## config.mk

```make
export PLATFORM = sky130hd
export DESIGN_NAME = crc_lanes_flat
export DESIGN_NICKNAME = d
export VERILOG_FILES = /design/src/rtl/crc_pkg.sv /design/src/rtl/crc_lanes_if.sv /design/src/rtl/crc_lane.sv /design/src/rtl/crc_lanes.sv /design/src/flat_wrapper.sv
export SDC_FILE = /design/constraint.sdc
export NUM_CORES = 1
export LEC_CHECK = 0
export CAP_MARGIN = 20
export CORE_AREA = 5 5 42 44
export DETAILED_ROUTE_END_ITERATION = 8
export DIE_AREA = 0 0 47 49
export PLACE_DENSITY = 0.65
export REMOVE_ABC_BUFFERS = 1
export SYNTH_ARGS = -nofsm -noshare
export SYNTH_HDL_FRONTEND = slang
export SYNTH_HIERARCHICAL = 1
export SYNTH_SLANG_ARGS = --single-unit
```

## constraint.sdc

```tcl
create_clock -name iclk -period 1.44 [get_ports iclk]
set_input_delay 0.288 -clock iclk [delete_from_list [all_inputs] [get_ports iclk]]
set_output_delay 0.288 -clock iclk [all_outputs]
set_load 0.02 [all_outputs]
```

## src/rtl/crc_pkg.sv

```systemverilog
// Shared constants and state encoding for the multi-lane serial CRC block.
// Optional residue checking is enabled by defining CRC_CHECK_EN.
package crc_pkg;

  // Standard SD polynomials, with the implicit x^LEN term omitted.
  localparam int              CRC7_LEN   = 7;
  localparam int              CRC16_LEN  = 16;
  localparam logic [6:0]      CRC7_POLY  = 7'h09;
  localparam logic [15:0]     CRC16_POLY = 16'h1021;

  // CALC absorbs message bits; UNLOAD shifts the remainder out MSB-first.
  typedef enum logic {
    ST_CALC   = 1'b0,
    ST_UNLOAD = 1'b1
  } crc_state_e;

endpackage

```

## src/rtl/crc_lanes_if.sv

```systemverilog
// Bus between the transceiver shift logic and the multi-lane CRC block.
// oerr/ochk carry real values only when CRC_CHECK_EN is defined.
interface crc_lanes_if #(
  parameter int LANES = 1
);
  import crc_pkg::*;

  // Handshake: ivalid is a one-way bit strobe with no ready. Every cycle it
  // is high the block consumes one bit per lane (CALC) or emits one bit per
  // lane (UNLOAD); with ivalid low everything holds. iunload and icheck are
  // single-cycle requests that are always accepted when sampled in CALC.
  logic             ivalid;
  logic [LANES-1:0] idata;
  logic             iunload;
  logic             icheck;
  logic [LANES-1:0] ocrc;
  logic             odone;
  logic [LANES-1:0] oerr;
  logic             ochk;
  crc_state_e       state;   // debug view of the control FSM

  modport master (
    output ivalid, idata, iunload, icheck,
    input  ocrc, odone, oerr, ochk, state
  );

  modport slave (
    input  ivalid, idata, iunload, icheck,
    output ocrc, odone, oerr, ochk, state
  );

endinterface

```

## src/rtl/crc_lane.sv

```systemverilog
// One serial CRC register. absorb folds a data bit into the remainder,
// shift moves the remainder out MSB-first with zero fill, clear empties it.
// With CRC_CHECK_EN defined, nz_o reports a nonzero post-update remainder.
module crc_lane #(
  parameter int                 CRC_LEN = crc_pkg::CRC7_LEN,
  parameter logic [CRC_LEN-1:0] POLY    = crc_pkg::CRC7_POLY
) (
  input  logic clk_i,
  input  logic rst_i,
  input  logic absorb_i,
  input  logic shift_i,
  input  logic clear_i,
  input  logic data_i,
  output logic msb_o
`ifdef CRC_CHECK_EN
  ,
  output logic nz_o
`endif
);

  logic [CRC_LEN-1:0] crc_q;
  logic [CRC_LEN-1:0] crc_d;
  logic [CRC_LEN-1:0] upd;
  logic               fb;

  // Next remainder: absorb/shift first, then clear overrides so that a
  // check can still see the bit absorbed in the same cycle.
  always_comb begin
    fb  = data_i ^ crc_q[CRC_LEN-1];
    upd = crc_q;
    if (absorb_i) begin
      upd = {crc_q[CRC_LEN-2:0], 1'b0} ^ (fb ? POLY : '0);
    end else if (shift_i) begin
      upd = {crc_q[CRC_LEN-2:0], 1'b0};
    end
    crc_d = clear_i ? '0 : upd;
  end

  // Remainder register.
  always_ff @(posedge clk_i) begin
    if (rst_i) begin
      crc_q <= '0;
    end else begin
      crc_q <= crc_d;
    end
  end

  assign msb_o = crc_q[CRC_LEN-1];

`ifdef CRC_CHECK_EN
  assign nz_o = |upd;
`endif

endmodule

```

## src/rtl/crc_lanes.sv

```systemverilog
// Multi-lane serial CRC generator/checker: CRC7 on CMD (LANES=1) or
// CRC16 on DAT[3:0] (LANES=4). Shared FSM, unload counter and pulses live
// here; the per-lane registers live in crc_lane.
// Optional feature macro: CRC_CHECK_EN (residue-to-zero check via icheck).
module crc_lanes #(
  parameter int                 CRC_LEN = crc_pkg::CRC7_LEN,
  parameter logic [CRC_LEN-1:0] POLY    = crc_pkg::CRC7_POLY,
  parameter int                 LANES   = 1
) (
  input  logic       iclk,
  input  logic       irst,
  crc_lanes_if.slave bus
);
  import crc_pkg::*;

  localparam int            CW       = $clog2(CRC_LEN);
  // The exit happens on the strobe that sees this value, so count never wraps.
  localparam logic [CW-1:0] LAST_CNT = CW'(CRC_LEN - 1);

  crc_state_e       state_q;
  crc_state_e       state_d;
  logic [CW-1:0]    count_q;
  logic [CW-1:0]    count_d;
  logic             done_q;
  logic             done_d;
  logic             absorb;
  logic             shift;
  logic             clear;
  logic             check_req;
  logic [LANES-1:0] msb;

`ifdef CRC_CHECK_EN
  logic [LANES-1:0] nz;
  logic [LANES-1:0] err_q;
  logic [LANES-1:0] err_d;
  logic             chk_q;
  logic             chk_d;

  assign check_req = bus.icheck;
`else
  logic unused_icheck;

  assign check_req    = 1'b0;
  assign unused_icheck = bus.icheck;
`endif

  // FSM state register.
  always_ff @(posedge iclk) begin
    if (irst) begin
      state_q <= ST_CALC;
    end else begin
      state_q <= state_d;
    end
  end

  // FSM next state: a check in CALC wins over an unload request.
  always_comb begin
    state_d = state_q;
    unique case (state_q)
      ST_CALC: begin
        if (!check_req && bus.iunload) begin
          state_d = ST_UNLOAD;
        end
      end
      ST_UNLOAD: begin
        if (bus.ivalid && (count_q == LAST_CNT)) begin
          state_d = ST_CALC;
        end
      end
      default: state_d = ST_CALC;
    endcase
  end

  // FSM outputs: lane controls, unload counter and done pulse.
  always_comb begin
    absorb  = 1'b0;
    shift   = 1'b0;
    clear   = 1'b0;
    count_d = count_q;
    done_d  = 1'b0;
    unique case (state_q)
      ST_CALC: begin
        absorb  = bus.ivalid;
        clear   = check_req;
        count_d = '0;
      end
      ST_UNLOAD: begin
        shift = bus.ivalid;
        if (bus.ivalid) begin
          if (count_q == LAST_CNT) begin
            count_d = '0;
            done_d  = 1'b1;
          end else begin
            count_d = count_q + CW'(1);
          end
        end
      end
      default: begin
        count_d = '0;
      end
    endcase
  end

  // Unload counter and done pulse registers.
  always_ff @(posedge iclk) begin
    if (irst) begin
      count_q <= '0;
      done_q  <= 1'b0;
    end else begin
      count_q <= count_d;
      done_q  <= done_d;
    end
  end

  // One CRC register per lane, all driven by the shared controls.
  for (genvar g = 0; g < LANES; g++) begin : g_lane
    crc_lane #(
      .CRC_LEN (CRC_LEN),
      .POLY    (POLY)
    ) u_lane (
      .clk_i    (iclk),
      .rst_i    (irst),
      .absorb_i (absorb),
      .shift_i  (shift),
      .clear_i  (clear),
      .data_i   (bus.idata[g]),
      .msb_o    (msb[g])
`ifdef CRC_CHECK_EN
      ,
      .nz_o     (nz[g])
`endif
    );
  end

`ifdef CRC_CHECK_EN
  // Residue compare: capture per-lane nonzero flags when a check is taken.
  always_comb begin
    chk_d = (state_q == ST_CALC) && bus.icheck;
    err_d = chk_d ? nz : err_q;
  end

  // Check result registers; oerr holds until the next check.
  always_ff @(posedge iclk) begin
    if (irst) begin
      chk_q <= 1'b0;
      err_q <= '0;
    end else begin
      chk_q <= chk_d;
      err_q <= err_d;
    end
  end

  assign bus.oerr = err_q;
  assign bus.ochk = chk_q;
`else
  assign bus.oerr = '0;
  assign bus.ochk = 1'b0;
`endif

  assign bus.ocrc  = (state_q == ST_UNLOAD) ? msb : '0;
  assign bus.odone = done_q;
  assign bus.state = state_q;

endmodule

```

## src/flat_wrapper.sv

```systemverilog
// flat-port wrapper written by rule: the top's interface ports become plain ports
module crc_lanes_flat import crc_pkg::*;
#(
  parameter int                 CRC_LEN = crc_pkg::CRC7_LEN,
  parameter logic [CRC_LEN-1:0] POLY    = crc_pkg::CRC7_POLY,
  parameter int                 LANES   = 1
)
  (iclk, irst, bus_ivalid, bus_idata, bus_iunload, bus_icheck, bus_ocrc, bus_odone, bus_oerr, bus_ochk, bus_state);
  crc_lanes_if #(.LANES(LANES)) bus_i ();
  input  logic iclk;
  input  logic irst;
  input wire logic [$bits(bus_i.ivalid)-1:0] bus_ivalid;
  input wire logic [$bits(bus_i.idata)-1:0] bus_idata;
  input wire logic [$bits(bus_i.iunload)-1:0] bus_iunload;
  input wire logic [$bits(bus_i.icheck)-1:0] bus_icheck;
  output wire logic [$bits(bus_i.ocrc)-1:0] bus_ocrc;
  output wire logic [$bits(bus_i.odone)-1:0] bus_odone;
  output wire logic [$bits(bus_i.oerr)-1:0] bus_oerr;
  output wire logic [$bits(bus_i.ochk)-1:0] bus_ochk;
  output wire logic [$bits(bus_i.state)-1:0] bus_state;
  assign bus_i.ivalid = bus_ivalid;
  assign bus_i.idata = bus_idata;
  assign bus_i.iunload = bus_iunload;
  assign bus_i.icheck = bus_icheck;
  assign bus_ocrc = bus_i.ocrc;
  assign bus_odone = bus_i.odone;
  assign bus_oerr = bus_i.oerr;
  assign bus_ochk = bus_i.ochk;
  assign bus_state = bus_i.state;
  crc_lanes #(.CRC_LEN(CRC_LEN), .POLY(POLY), .LANES(LANES)) u_core (.iclk(iclk), .irst(irst), .bus(bus_i));
endmodule
```

==> impl_results.md <==
* Status: finished clean
* Share of the synthesized area in the top cell type at 44.9%
* Number of cell instances on the worst register-to-register path at 5
* Clock tree buffer depth at 2
* Biggest area contributors in the synthesized netlist: dfxtp_1 (45%), a21oi_1 (7.5%), nand2_1 (7.0%)
* Ratio of final minimum period to clock period at 90.3%
* Yosys synthesis warning count at 6
* CTS tree: built
* H-tree depth at 1
* Setup Viol. Count Final at 0
* Die Ht at 49 um
* Simple-Gate Fraction of Synth Area at 29.0%
* Clock transition at the registers of the reported paths at 0.08 ns
* Detail Placement HPWL at 770 um
* Core ar. at 1400 um^2
* Overall die width at 47 um
* Final critical-path setup slack at 0.140 ns
* Remaining Overflow, GRT at 0
* Later-pin clock latency in the skew report at 0.27 ns
* Maximum number of pins on one net before global-route repair at 8
* Mean instance size in the synthesized netlist at 8.24 um^2
* Total DRC errors in the routed layout at 0
* First-pass DRT Iterations at 2
* Number of max-slew violations in the final report at 0
* Final routed wire length divided by cell count at 10.7 um
* Arrival @ worst endpoint at 1.52 ns
* First-pass GRT wire length at 1.79 mm
* Largest family of logic cells by synthesized area: simple AND/OR/NAND/NOR gates
* Leakage power at 0.258 nW
* Maximum single-stage delay on the critical path at 0.44 ns
* Depth of the worst hold-timing path at 2
* Area of the die at 2300 um^2
* Total track usage at 10.7%
* Number of buffers added by the clock tree synthesis step at 3
* Leading area contributor after synthesis: dfxtp_1
* Starting DRC count in detailed routing at 2
* Worst hold-check slack at 0.449 ns
* Async set or reset register ratio after synthesis at 0%
* End of the worst hold path: u_core/g_lane[0].u_lane/crc_q[1]$_SDFFE_PP0P_
* Most frequent cells after synthesis: dfxtp_1 (12), nand2_1 (10), a21oi_1 (8)
* Endpoint of the most critical register-to-register path: u_core/g_lane[0].u_lane/crc_q[3]$_SDFFE_PP0P_
* Final count of hold timing violations at 0
* Post-route clock skew at 0.00565 ns
* CP Data Required Time at 1.66 ns
* Area post-placement at 654 um^2
* Count of buffers from port buffering at 7
* Flop2flop setup slack at 0.16 ns
* Predominant post-synthesis flop cell: dfxtp_1
* Layout net count at 88
* Min Tclk post-route at 1.30 ns
* Worst path cell trace: clkdlybuf4s50_1, and2_1, nor2_1, a32oi_1, nand3_1
* Number of hold-repair buffers added at the cts stage at 0
* Number of antenna repair diodes at 0
* Vias after detailed routing at 464
* Endpoint class of the critical path: flop
* Area added between synthesis and finish at 28.0%
* Setup repair after global routing missed its margin: false
* Count of mapped cells out of synthesis at 65
* Count of flip-flops with a built-in enable after synthesis at 0
* Launch instance of the worst min-delay path: u_core/g_lane[0].u_lane/crc_q[1]$_SDFFE_PP0P_
* I/O pin total at 11
* Post-layout utilization of the core at 48.9%
* Maximum achievable frequency at 0.769 GHz
* Critical path type: in2reg
* Netlist Area Pre-Place at 536 um^2
* Arithmetic-cell share of the synthesized area counting full adders, half adders and majority gates at 0%
* Mux cell area share after synthesis at 1.87%
* Post-CTS Setup Inserts at 0
* Effective utilization at floorplan at 38.2%
* Sequential share of the synthesized area at 44.9%
* Number of register bits inferred by synthesis at 12
* Layout cell share with drive strength beyond 1 at 14.8%
* Sink Count at 12
* Post-DR vias/cell at 4.78
* Cell with the largest stage delay on the worst path: clkdlybuf4s50_1
* Largest fanout on the critical path at 7
* Compound-gate portion of the synthesized area at 16.1%
* Post-route ant nets at 0
* Post_cts resized at 3
* Dpl ws at -0.207 ns
* Crit start category: primary input
* Final design instance area without fill at 686 um^2
* Gpl congestion at 0.732
* Post-synth cell types at 22
* Rows at 14
* Root buffer cell: clkbuf_4
* Vias in the first global route at 407
* Class of the tightest hold or removal check: reg2reg
* Power Density at 998 nW/um^2
* Fraction of synthesized cell area in xor and xnor cells at 1.64%
* Number of max-capacitance violations reported at 0
* Launching point of the worst reg2reg path: u_core/bus.state$_SDFF_PP0_
* Leading cell type by number of instances after synthesis: dfxtp_1
* Number of antenna violations at the first check in global routing at 0
* Total Routed Length at 1.04 mm
* Highest ir drop seen on vdd at 0.529 mV
cell type report:
cell class | instances | area (um^2)
Fill cell | 150 | 716
Multi-Input combinational cell | 52 | 282
Sequential cell | 12 | 240
Timing Repair Buffer | 13 | 108
Clock buffer | 4 | 36.3
Tap cell | 16 | 20.0
layer usage:
metal	wire, um	track usage [%]	vias up
met4	12	4.15	0
li1	-	-	249
met2	484	14.7	8
met3	58	5.54	2
met1	479	14.0	205
met5	0	0	-
report_power, final:
group          internal [W]  switching, W  leakage (nW)
Combinational     0.0000354     0.0000387         0.140
Sequential         0.000337    0.00000463        0.0972
Clock              0.000154      0.000115        0.0210
cell usage in the layout, fill, tap and decap left out, types with 2 or more instances in the layout:
cell type,Yosys,final
nand2b_1,2,2
dlygate4sd2_1,0,2
and2_1,2,2
conb_1,1,5
nor2_1,5,5
clkbuf_4,0,3
a21oi_1,8,8
nand3b_1,2,2
nand4b_1,3,3
clkdlybuf4s50_1,0,4
dfxtp_1,12,12
o21ai_0,6,6
buf_4,3,6
nand2_1,10,10
sequential cells by signal, summed over array words and instances, names as in the netlist:
signal / flops
u_core/count_q: 3
u_core/bus.odone: 1
u_core/bus.state: 1
u_core/g_lane.u_lane/crc_q: 7
per-stage QoR:
stage,power (W),std cells,setup TNS (ns)
after global placement,0.000423,93,-0.783
after CTS,0.000692,97,0
after detailed placement,0.000423,93,-0.860
after global routing,0.000718,97,0
final,0.000684,97,0
after floorplan,0.000384,64,0
logic make-up (layout without fill, tap and decap cells):
group | after synthesis | after routing
simple gates | 29 | 29
compound gates | 16 | 16
flops | 12 | 12
buf+inv | 5 | 17
other cells | 1 | 5
xor+xnor | 1 | 1
mux | 1 | 1
worst max-delay path: cells and delay by family:
family                 cells  cell delay, ns
buffers and inverters      1            0.44
and+or+nand+nor            3            0.63
AOI/OAI and AO/OA          1            0.17
worst max path at each step:
| stage | from | end | slack (ns) |
|---|---|---|---|
| 5_1_grt | bus_ivalid | u_core/g_lane[0].u_lane/crc_q[2]$_SDFFE_PP0P_ | 0.01 |
| 4_1_cts | u_core/g_lane[0].u_lane/crc_q[6]$_SDFFE_PP0P_ | bus_ocrc | 0.03 |
| 2_1_floorplan | u_core/bus.state$_SDFF_PP0_ | u_core/g_lane[0].u_lane/crc_q[3]$_SDFFE_PP0P_ | 0.12 |
| 6_report | bus_ivalid | u_core/g_lane[0].u_lane/crc_q[3]$_SDFFE_PP0P_ | 0.14 |
| 3_5_place_dp | bus_ivalid | u_core/g_lane[0].u_lane/crc_q[3]$_SDFFE_PP0P_ | -0.21 |
| 3_3_place_gp | bus_ivalid | u_core/g_lane[0].u_lane/crc_q[3]$_SDFFE_PP0P_ | -0.18 |
(Power assumes the default switching activity.)
